===== src/rtl/dmem_arbiter.sv =====
// dmem_arbiter: two-port round-robin arbiter and access sequencer in front of
// a byte-addressed data memory with synchronous reads.
//
// Requester 0 is the CPU load/store unit and requester 1 is the loader/debug
// port. Each byte, half or word request becomes one word-aligned memory access
// with byte enables. Load data is lane-extracted and then sign- or
// zero-extended. Responses use a valid/ready handshake per requester.
//
// Optional feature macro: DMEM_MISALIGN_TRAP_EN
//   defined   : misaligned half/word requests return rsp_err and make no access
//   undefined : misaligned requests are forced aligned and proceed normally
//
// Ports:
//   clk, rst_n            clock, asynchronous active-low reset
//   req_valid/req_ready   per-requester request handshake (ready is combinational)
//   req_we, req_unsigned  store select, load zero-extend (per requester)
//   req_mode              2 bits per requester: 00 byte, 01 half, 10 word, 11 reserved
//   req_addr, req_wdata   byte address and right-aligned store data (per requester)
//   rsp_valid/rsp_ready   per-requester response handshake
//   rsp_rdata, rsp_err    load result (0 for stores/errors), error flag
//   mem_addr/wdata/be     registered word-aligned access, lane-placed data, enables
//   mem_we, mem_re        one-cycle write/read strobes
//   mem_rdata             read data, valid the cycle after mem_re
module dmem_arbiter #(
  parameter int WIDTH      = 32,
  parameter int ADDR_WIDTH = 17
) (
  input  logic                    clk,
  input  logic                    rst_n,
  input  logic [1:0]              req_valid,
  output logic [1:0]              req_ready,
  input  logic [1:0]              req_we,
  input  logic [1:0]              req_unsigned,
  input  logic [3:0]              req_mode,
  input  logic [2*ADDR_WIDTH-1:0] req_addr,
  input  logic [2*WIDTH-1:0]      req_wdata,
  output logic [1:0]              rsp_valid,
  input  logic [1:0]              rsp_ready,
  output logic [WIDTH-1:0]        rsp_rdata,
  output logic                    rsp_err,
  output logic [ADDR_WIDTH-1:0]   mem_addr,
  output logic [WIDTH-1:0]        mem_wdata,
  output logic [WIDTH/8-1:0]      mem_be,
  output logic                    mem_we,
  output logic                    mem_re,
  input  logic [WIDTH-1:0]        mem_rdata
);

  localparam int NB = WIDTH / 8;
  localparam int LB = $clog2(NB);

  typedef enum logic [1:0] {
    IDLE,
    ACCESS,
    CAPTURE,
    RESP
  } state_e;

  state_e                  state_q, state_d;
  logic                    last_grant_q, last_grant_d;
  logic                    owner_q, owner_d;
  logic                    we_q, we_d;
  logic                    uns_q, uns_d;
  logic [1:0]              mode_q, mode_d;
  logic [LB-1:0]           lane_q, lane_d;
  logic [1:0]              rsp_valid_q, rsp_valid_d;
  logic [WIDTH-1:0]        rsp_rdata_q, rsp_rdata_d;
  logic                    rsp_err_q, rsp_err_d;
  logic [ADDR_WIDTH-1:0]   mem_addr_q, mem_addr_d;
  logic [WIDTH-1:0]        mem_wdata_q, mem_wdata_d;
  logic [NB-1:0]           mem_be_q, mem_be_d;
  logic                    mem_we_q, mem_we_d;
  logic                    mem_re_q, mem_re_d;

  logic                    win;
  logic                    sel_we;
  logic                    sel_uns;
  logic                    sel_err;
  logic [1:0]              sel_mode;
  logic [ADDR_WIDTH-1:0]   sel_addr;
  logic [ADDR_WIDTH-1:0]   addr_fix;
  logic [WIDTH-1:0]        sel_wdata;
  logic [WIDTH-1:0]        wdata_place;
  logic [NB-1:0]           be_place;
  logic [7:0]              byte_v;
  logic [15:0]             half_v;
  logic [WIDTH-1:0]        load_ext;
`ifdef DMEM_MISALIGN_TRAP_EN
  logic                    misalign;
`endif

  // Arbitration and request decode. With both valid, the requester that did
  // not win last time gets the grant; otherwise the sole valid one wins.
  always_comb begin
    win = (req_valid == 2'b11) ? ~last_grant_q : req_valid[1];
    req_ready = '0;
    if (rst_n && (state_q == IDLE) && (req_valid != 2'b00)) begin
      req_ready[win] = 1'b1;
    end

    sel_we    = req_we[win];
    sel_uns   = req_unsigned[win];
    sel_mode  = win ? req_mode[3:2] : req_mode[1:0];
    sel_addr  = win ? req_addr[2*ADDR_WIDTH-1:ADDR_WIDTH] : req_addr[ADDR_WIDTH-1:0];
    sel_wdata = win ? req_wdata[2*WIDTH-1:WIDTH] : req_wdata[WIDTH-1:0];

`ifdef DMEM_MISALIGN_TRAP_EN
    misalign = ((sel_mode == 2'b01) && sel_addr[0]) ||
               ((sel_mode == 2'b10) && (sel_addr[LB-1:0] != '0));
    sel_err  = (sel_mode == 2'b11) || misalign;
    addr_fix = sel_addr;
`else
    // Misaligned requests are silently aligned; only the reserved mode errors.
    sel_err  = (sel_mode == 2'b11);
    addr_fix = sel_addr;
    if (sel_mode == 2'b01) begin
      addr_fix[0] = 1'b0;
    end else if (sel_mode == 2'b10) begin
      addr_fix[LB-1:0] = '0;
    end
`endif

    case (sel_mode)
      2'b00: begin
        be_place    = NB'(1) << addr_fix[LB-1:0];
        wdata_place = {NB{sel_wdata[7:0]}};
      end
      2'b01: begin
        be_place    = NB'(3) << {addr_fix[LB-1:1], 1'b0};
        wdata_place = {(NB/2){sel_wdata[15:0]}};
      end
      default: begin
        be_place    = '1;
        wdata_place = sel_wdata;
      end
    endcase
  end

  // Lane extraction of the returned word using the latched request fields.
  always_comb begin
    byte_v = mem_rdata[{lane_q, 3'b000} +: 8];
    half_v = mem_rdata[{lane_q[LB-1:1], 4'b0000} +: 16];
    case (mode_q)
      2'b00:   load_ext = uns_q ? {{(WIDTH-8){1'b0}}, byte_v}
                                : {{(WIDTH-8){byte_v[7]}}, byte_v};
      2'b01:   load_ext = uns_q ? {{(WIDTH-16){1'b0}}, half_v}
                                : {{(WIDTH-16){half_v[15]}}, half_v};
      default: load_ext = mem_rdata;
    endcase
  end

  always_comb begin
    state_d      = state_q;
    last_grant_d = last_grant_q;
    owner_d      = owner_q;
    we_d         = we_q;
    uns_d        = uns_q;
    mode_d       = mode_q;
    lane_d       = lane_q;
    rsp_valid_d  = rsp_valid_q;
    rsp_rdata_d  = rsp_rdata_q;
    rsp_err_d    = rsp_err_q;
    mem_addr_d   = mem_addr_q;
    mem_wdata_d  = mem_wdata_q;
    mem_be_d     = mem_be_q;
    mem_we_d     = 1'b0;
    mem_re_d     = 1'b0;

    case (state_q)
      IDLE: begin
        if (req_valid != 2'b00) begin
          owner_d      = win;
          last_grant_d = win;
          we_d         = sel_we;
          uns_d        = sel_uns;
          mode_d       = sel_mode;
          lane_d       = addr_fix[LB-1:0];
          if (sel_err) begin
            rsp_valid_d = win ? 2'b10 : 2'b01;
            rsp_err_d   = 1'b1;
            rsp_rdata_d = '0;
            state_d     = RESP;
          end else begin
            // Memory-side outputs are registered here so the strobe lands
            // in the ACCESS cycle.
            mem_addr_d  = {addr_fix[ADDR_WIDTH-1:LB], {LB{1'b0}}};
            mem_be_d    = be_place;
            mem_wdata_d = sel_we ? wdata_place : '0;
            mem_we_d    = sel_we;
            mem_re_d    = ~sel_we;
            state_d     = ACCESS;
          end
        end
      end
      ACCESS: begin
        if (we_q) begin
          rsp_valid_d = owner_q ? 2'b10 : 2'b01;
          rsp_err_d   = 1'b0;
          rsp_rdata_d = '0;
          state_d     = RESP;
        end else begin
          state_d = CAPTURE;
        end
      end
      CAPTURE: begin
        rsp_valid_d = owner_q ? 2'b10 : 2'b01;
        rsp_err_d   = 1'b0;
        rsp_rdata_d = load_ext;
        state_d     = RESP;
      end
      RESP: begin
        if (rsp_ready[owner_q]) begin
          rsp_valid_d = '0;
          rsp_err_d   = 1'b0;
          rsp_rdata_d = '0;
          state_d     = IDLE;
        end
      end
      default: state_d = IDLE;
    endcase
  end

  always_ff @(posedge clk or negedge rst_n) begin
    if (!rst_n) begin
      state_q      <= IDLE;
      last_grant_q <= 1'b1;
      owner_q      <= 1'b0;
      we_q         <= 1'b0;
      uns_q        <= 1'b0;
      mode_q       <= '0;
      lane_q       <= '0;
      rsp_valid_q  <= '0;
      rsp_rdata_q  <= '0;
      rsp_err_q    <= 1'b0;
      mem_addr_q   <= '0;
      mem_wdata_q  <= '0;
      mem_be_q     <= '0;
      mem_we_q     <= 1'b0;
      mem_re_q     <= 1'b0;
    end else begin
      state_q      <= state_d;
      last_grant_q <= last_grant_d;
      owner_q      <= owner_d;
      we_q         <= we_d;
      uns_q        <= uns_d;
      mode_q       <= mode_d;
      lane_q       <= lane_d;
      rsp_valid_q  <= rsp_valid_d;
      rsp_rdata_q  <= rsp_rdata_d;
      rsp_err_q    <= rsp_err_d;
      mem_addr_q   <= mem_addr_d;
      mem_wdata_q  <= mem_wdata_d;
      mem_be_q     <= mem_be_d;
      mem_we_q     <= mem_we_d;
      mem_re_q     <= mem_re_d;
    end
  end

  assign rsp_valid = rsp_valid_q;
  assign rsp_rdata = rsp_rdata_q;
  assign rsp_err   = rsp_err_q;
  assign mem_addr  = mem_addr_q;
  assign mem_wdata = mem_wdata_q;
  assign mem_be    = mem_be_q;
  assign mem_we    = mem_we_q;
  assign mem_re    = mem_re_q;

endmodule


===== config.mk =====
export PLATFORM = sky130hd
export DESIGN_NAME = dmem_arbiter
export DESIGN_NICKNAME = d
export VERILOG_FILES = /design/src/rtl/dmem_arbiter.sv
export SDC_FILE = /design/constraint.sdc
export NUM_CORES = 1
export LEC_CHECK = 0
export ABC_CLOCK_PERIOD_IN_PS = 2770
export CELL_PAD_IN_SITES_DETAIL_PLACEMENT = 0
export CELL_PAD_IN_SITES_GLOBAL_PLACEMENT = 1
export CORE_ASPECT_RATIO = 0.5
export CORE_MARGIN = 2
export CORE_UTILIZATION = 32
export DETAILED_ROUTE_END_ITERATION = 7
export HOLD_SLACK_MARGIN = 0.12
export PLACE_DENSITY = 0.83
export SLEW_MARGIN = 40
export SYNTH_ARGS = -nofsm -noshare
export SYNTH_HDL_FRONTEND = slang
export SYNTH_SLANG_ARGS = --single-unit

===== constraint.sdc =====
create_clock -name clk -period 2.77 [get_ports clk]
set_clock_uncertainty 0.2 [all_clocks]
set_input_delay 0.554 -clock clk [delete_from_list [all_inputs] [get_ports clk]]
set_output_delay 0.554 -clock clk [all_outputs]
set_load 0.05 [all_outputs]

==> flow_summary.yaml <==
global_route:
  grt_max_degree: 99
  first_global_vias: 5590
  initial_antenna_violation_count: 0
  grt_first_pass_wirelength_mm: 30.5
  globalRouteTotalUtil: 0.200
  grt.overflow.total: 0
cells_and_area:
  final_nets: 945
  antenna-diode-count: 0
  drive_above_1_share: 0.115
  final_cells: 1035
  syn_to_final_growth_pct: 53.3
sta:
  finalCritPeriodShare: 0.965
  drv_slew: 0
  layout_min_cycle_time_ns: 2.67
  final-hold-violation-count: 0
  timing.fmax_mhz: 374
  setup_viol: 0
  worst_slew_margin_rel: 0.517
  grt_setup_unrepaired: "no"
  max_slew.worst_pin.slew_ns: 0.721
power:
  max-vdd-ir-drop_mv: 0.763
  leakage_nw: 3.80
  power_per_unit_of_standard_cell_area_nw_per_um2: 1130
  p_total_w: 0.00998
synthesis:
  synthTopCellsByArea: "sky130_fd_sc_hd__dfrtp_1 42%, sky130_fd_sc_hd__mux2i_1 12%, sky130_fd_sc_hd__mux2_4 5.8%"
  ys_top_cells_by_count: "97 x sky130_fd_sc_hd__dfrtp_1, 71 x sky130_fd_sc_hd__mux2i_1, 55 x sky130_fd_sc_hd__o21ai_0"
  syn_inst: 566
  synth-async-reset-ratio: 1.00
  synth-main-ff-cell: "sky130_fd_sc_hd__dfrtp_1"
  post-synth-top-area-cell: "sky130_fd_sc_hd__dfrtp_1"
  synth_enable_flop_cells: 0
  synth.ff_latch_count: 98
  synth_area_per_cell_sq_um: 10.1
  synth_warnings: 0
  most_numerous_cell_in_the_yosys_netlist: "sky130_fd_sc_hd__dfrtp_1"
  synthDistinctLibCells: 57
  synth_seq_area_share: 0.427
  netlist_area_sq_um: 5740
  synth_top_area_frac: 0.423
run_status:
  status: "finished clean"
drt:
  postRouteAntennaNets: 0
  avgViaCountPerCell: 5.20
  detail_route.first_pass.iterations: 5
  drt_first_iter_violations: 379
  num_vias: 5380
  totalWireLength_mm: 19.0
  drc: 0
  wire_per_inst_microns: 18.4
die:
  core-area_sq_um: 17500
  floorplan.die.height_microns: 98.7
  num_io_pins: 236
  placement_rows: 34
  start_util: 0.328
  die_width_microns: 193
  floorplan.die_area_sq_um: 19100
cts:
  htree_levels: 3
  post-cts-setup-buffers: 0
  cts_hold_buf: 0
  clock_insertion_delay_worst_skew_ns: 0.34
  post_cts_resize_count: 0
  cts_tree: "built"
  clk_tree_root_cell: "sky130_fd_sc_hd__clkbuf_16"
  clock-sinks: 98
  cts_made_buffers: 9
  clk_pin_slew_worst_paths_ns: 0.07
  clockBufferDepth: 2
setup_path:
  timing.critical_path.from_type: "primary input"
  worstSetupEndpointType: "primary output"
  crit_arrival_ns: 1.92
  required_ns: 2.02
  path_class: "in2out"
  critical_path.max_fanout: 4
placed_design:
  gp_congestion: 0.849
  portBuffers: 233
  post-dp-hpwl_mm: 14.4
  post-place-cells: 1020
job:
  max-cap-violations: 0
hold_path:
  min_delay_path_class: "in2async"
==> per-layer routing <==
metal | track usage | vias up | part of all wire
met3 | 0.0462 | 15 | 0.051
met1 | 0.259 | 2668 | 0.45
met2 | 0.343 | 150 | 0.49
met4 | 0.0423 | 0 | 0.0099
li1 | - | 2547 | -
met5 | 0 | - | 0
==> sequential cells by signal, indices dropped and copies added (netlist names) <==
name / count
state_q: 2
mem_be: 4
we_q: 1
uns_q: 1
rsp_valid: 2
mem_addr: 15
rsp_err: 1
lane_q: 2
mem_re: 1
last_grant_q: 1
owner_q: 1
mode_q: 2
mem_we: 1
mem_wdata: 32
rsp_rdata: 32
==> path summary, 6_finish.rpt <==
path,from,to,slack (ns),cells after the start
worst min-delay path,rst_n,rsp_rdata[18],0.11,2
min in group clk,mem_wdata[3],mem_wdata[3],0.30,1
worst max-delay path,req_valid[0],req_ready[1],0.1,7
max in group asynchronous,rst_n,mem_addr[4],1.85,2
worst min register to register,mem_wdata[3],mem_wdata[3],0.30,1
worst max register to register,state_q[1],rsp_rdata[9],0.52,8
==> power by group <==
| part | leakage [nW] | internal [W] | switching [W] |
|---|---|---|---|
| registers | 1.27 | 0.00204 | 0.000403 |
| logic | 2.37 | 0.00242 | 0.00367 |
| clock network | 0.166 | 0.000883 | 0.000562 |
==> area by class of cell <==
| class | count | area [sq um] |
|---|---|---|
| clock buffer | 9 | 225 |
| clock inverter | 6 | 113 |
| fill | 1625 | 8680 |
| inverter | 27 | 101 |
| multi-input combinational | 395 | 2970 |
| sequential | 98 | 2450 |
| tap | 234 | 293 |
| timing repair buffer | 266 | 2650 |
==> kinds of logic (layout without fill, tap and decap cells) <==
kind of cell | count (synthesis) | in the layout | synth area share
compound gates | 168 | 168 | 0.199
simple gates | 118 | 118 | 0.100
mux | 103 | 103 | 0.205
flops | 98 | 98 | 0.427
buf+inv | 74 | 308 | 0.0591
fa+ha+maj | 4 | 4 | 0.00872
other cells | 1 | 2 | 0.000653
==> per-stage QoR <==
stage / hold WS [ns] / cell area (sq um) / setup WS (ns) / util / TNS, ns
6_report: 0.105 / 8800 / 0.0980 / 0.503 / 0
5_1_grt: 0.140 / 8800 / 0.00222 / 0.503 / 0
4_1_cts: 0.135 / 8800 / 0.0909 / 0.503 / 0
3_5_place_dp: 0.273 / 8460 / -0.0697 / 0.484 / -0.347
3_3_place_gp: 0.275 / 8460 / 0.00284 / 0.484 / 0
2_1_floorplan: 0.0584 / 5740 / 0.0234 / - / 0
==> cell usage in the layout, fill, tap and decap left out, types with 4 or more instances in the layout <==
cell	count
sky130_fd_sc_hd__nand2_1	28
sky130_fd_sc_hd__nand4_1	6
sky130_fd_sc_hd__a2bb2oi_1	4
sky130_fd_sc_hd__a21oi_1	28
sky130_fd_sc_hd__o21ai_0	55
sky130_fd_sc_hd__o2bb2ai_1	8
sky130_fd_sc_hd__nor2_1	33
sky130_fd_sc_hd__clkdlybuf4s50_1	230
sky130_fd_sc_hd__o32ai_1	6
sky130_fd_sc_hd__o221ai_1	10
sky130_fd_sc_hd__buf_4	30
sky130_fd_sc_hd__buf_12	6
sky130_fd_sc_hd__a221oi_1	7
sky130_fd_sc_hd__mux2i_1	71
sky130_fd_sc_hd__a32o_1	7
sky130_fd_sc_hd__mux2_4	22
sky130_fd_sc_hd__clkbuf_16	9
sky130_fd_sc_hd__nor3_1	26
sky130_fd_sc_hd__nand2b_1	6
sky130_fd_sc_hd__mux2_2	7
sky130_fd_sc_hd__a22o_1	16
sky130_fd_sc_hd__dfrtp_1	97
sky130_fd_sc_hd__o22ai_1	7
sky130_fd_sc_hd__inv_1	26
==> critical path, cell delays in order <==
cell and delay [ns]:
sky130_fd_sc_hd__clkdlybuf4s50_1 0.59, sky130_fd_sc_hd__buf_4 0.16, sky130_fd_sc_hd__nor2_1 0.06, sky130_fd_sc_hd__nor2_1 0.16, sky130_fd_sc_hd__nand2_1 0.09, sky130_fd_sc_hd__nor2_1 0.09, sky130_fd_sc_hd__buf_4 0.20
Power figures use the tool's default switching activity.
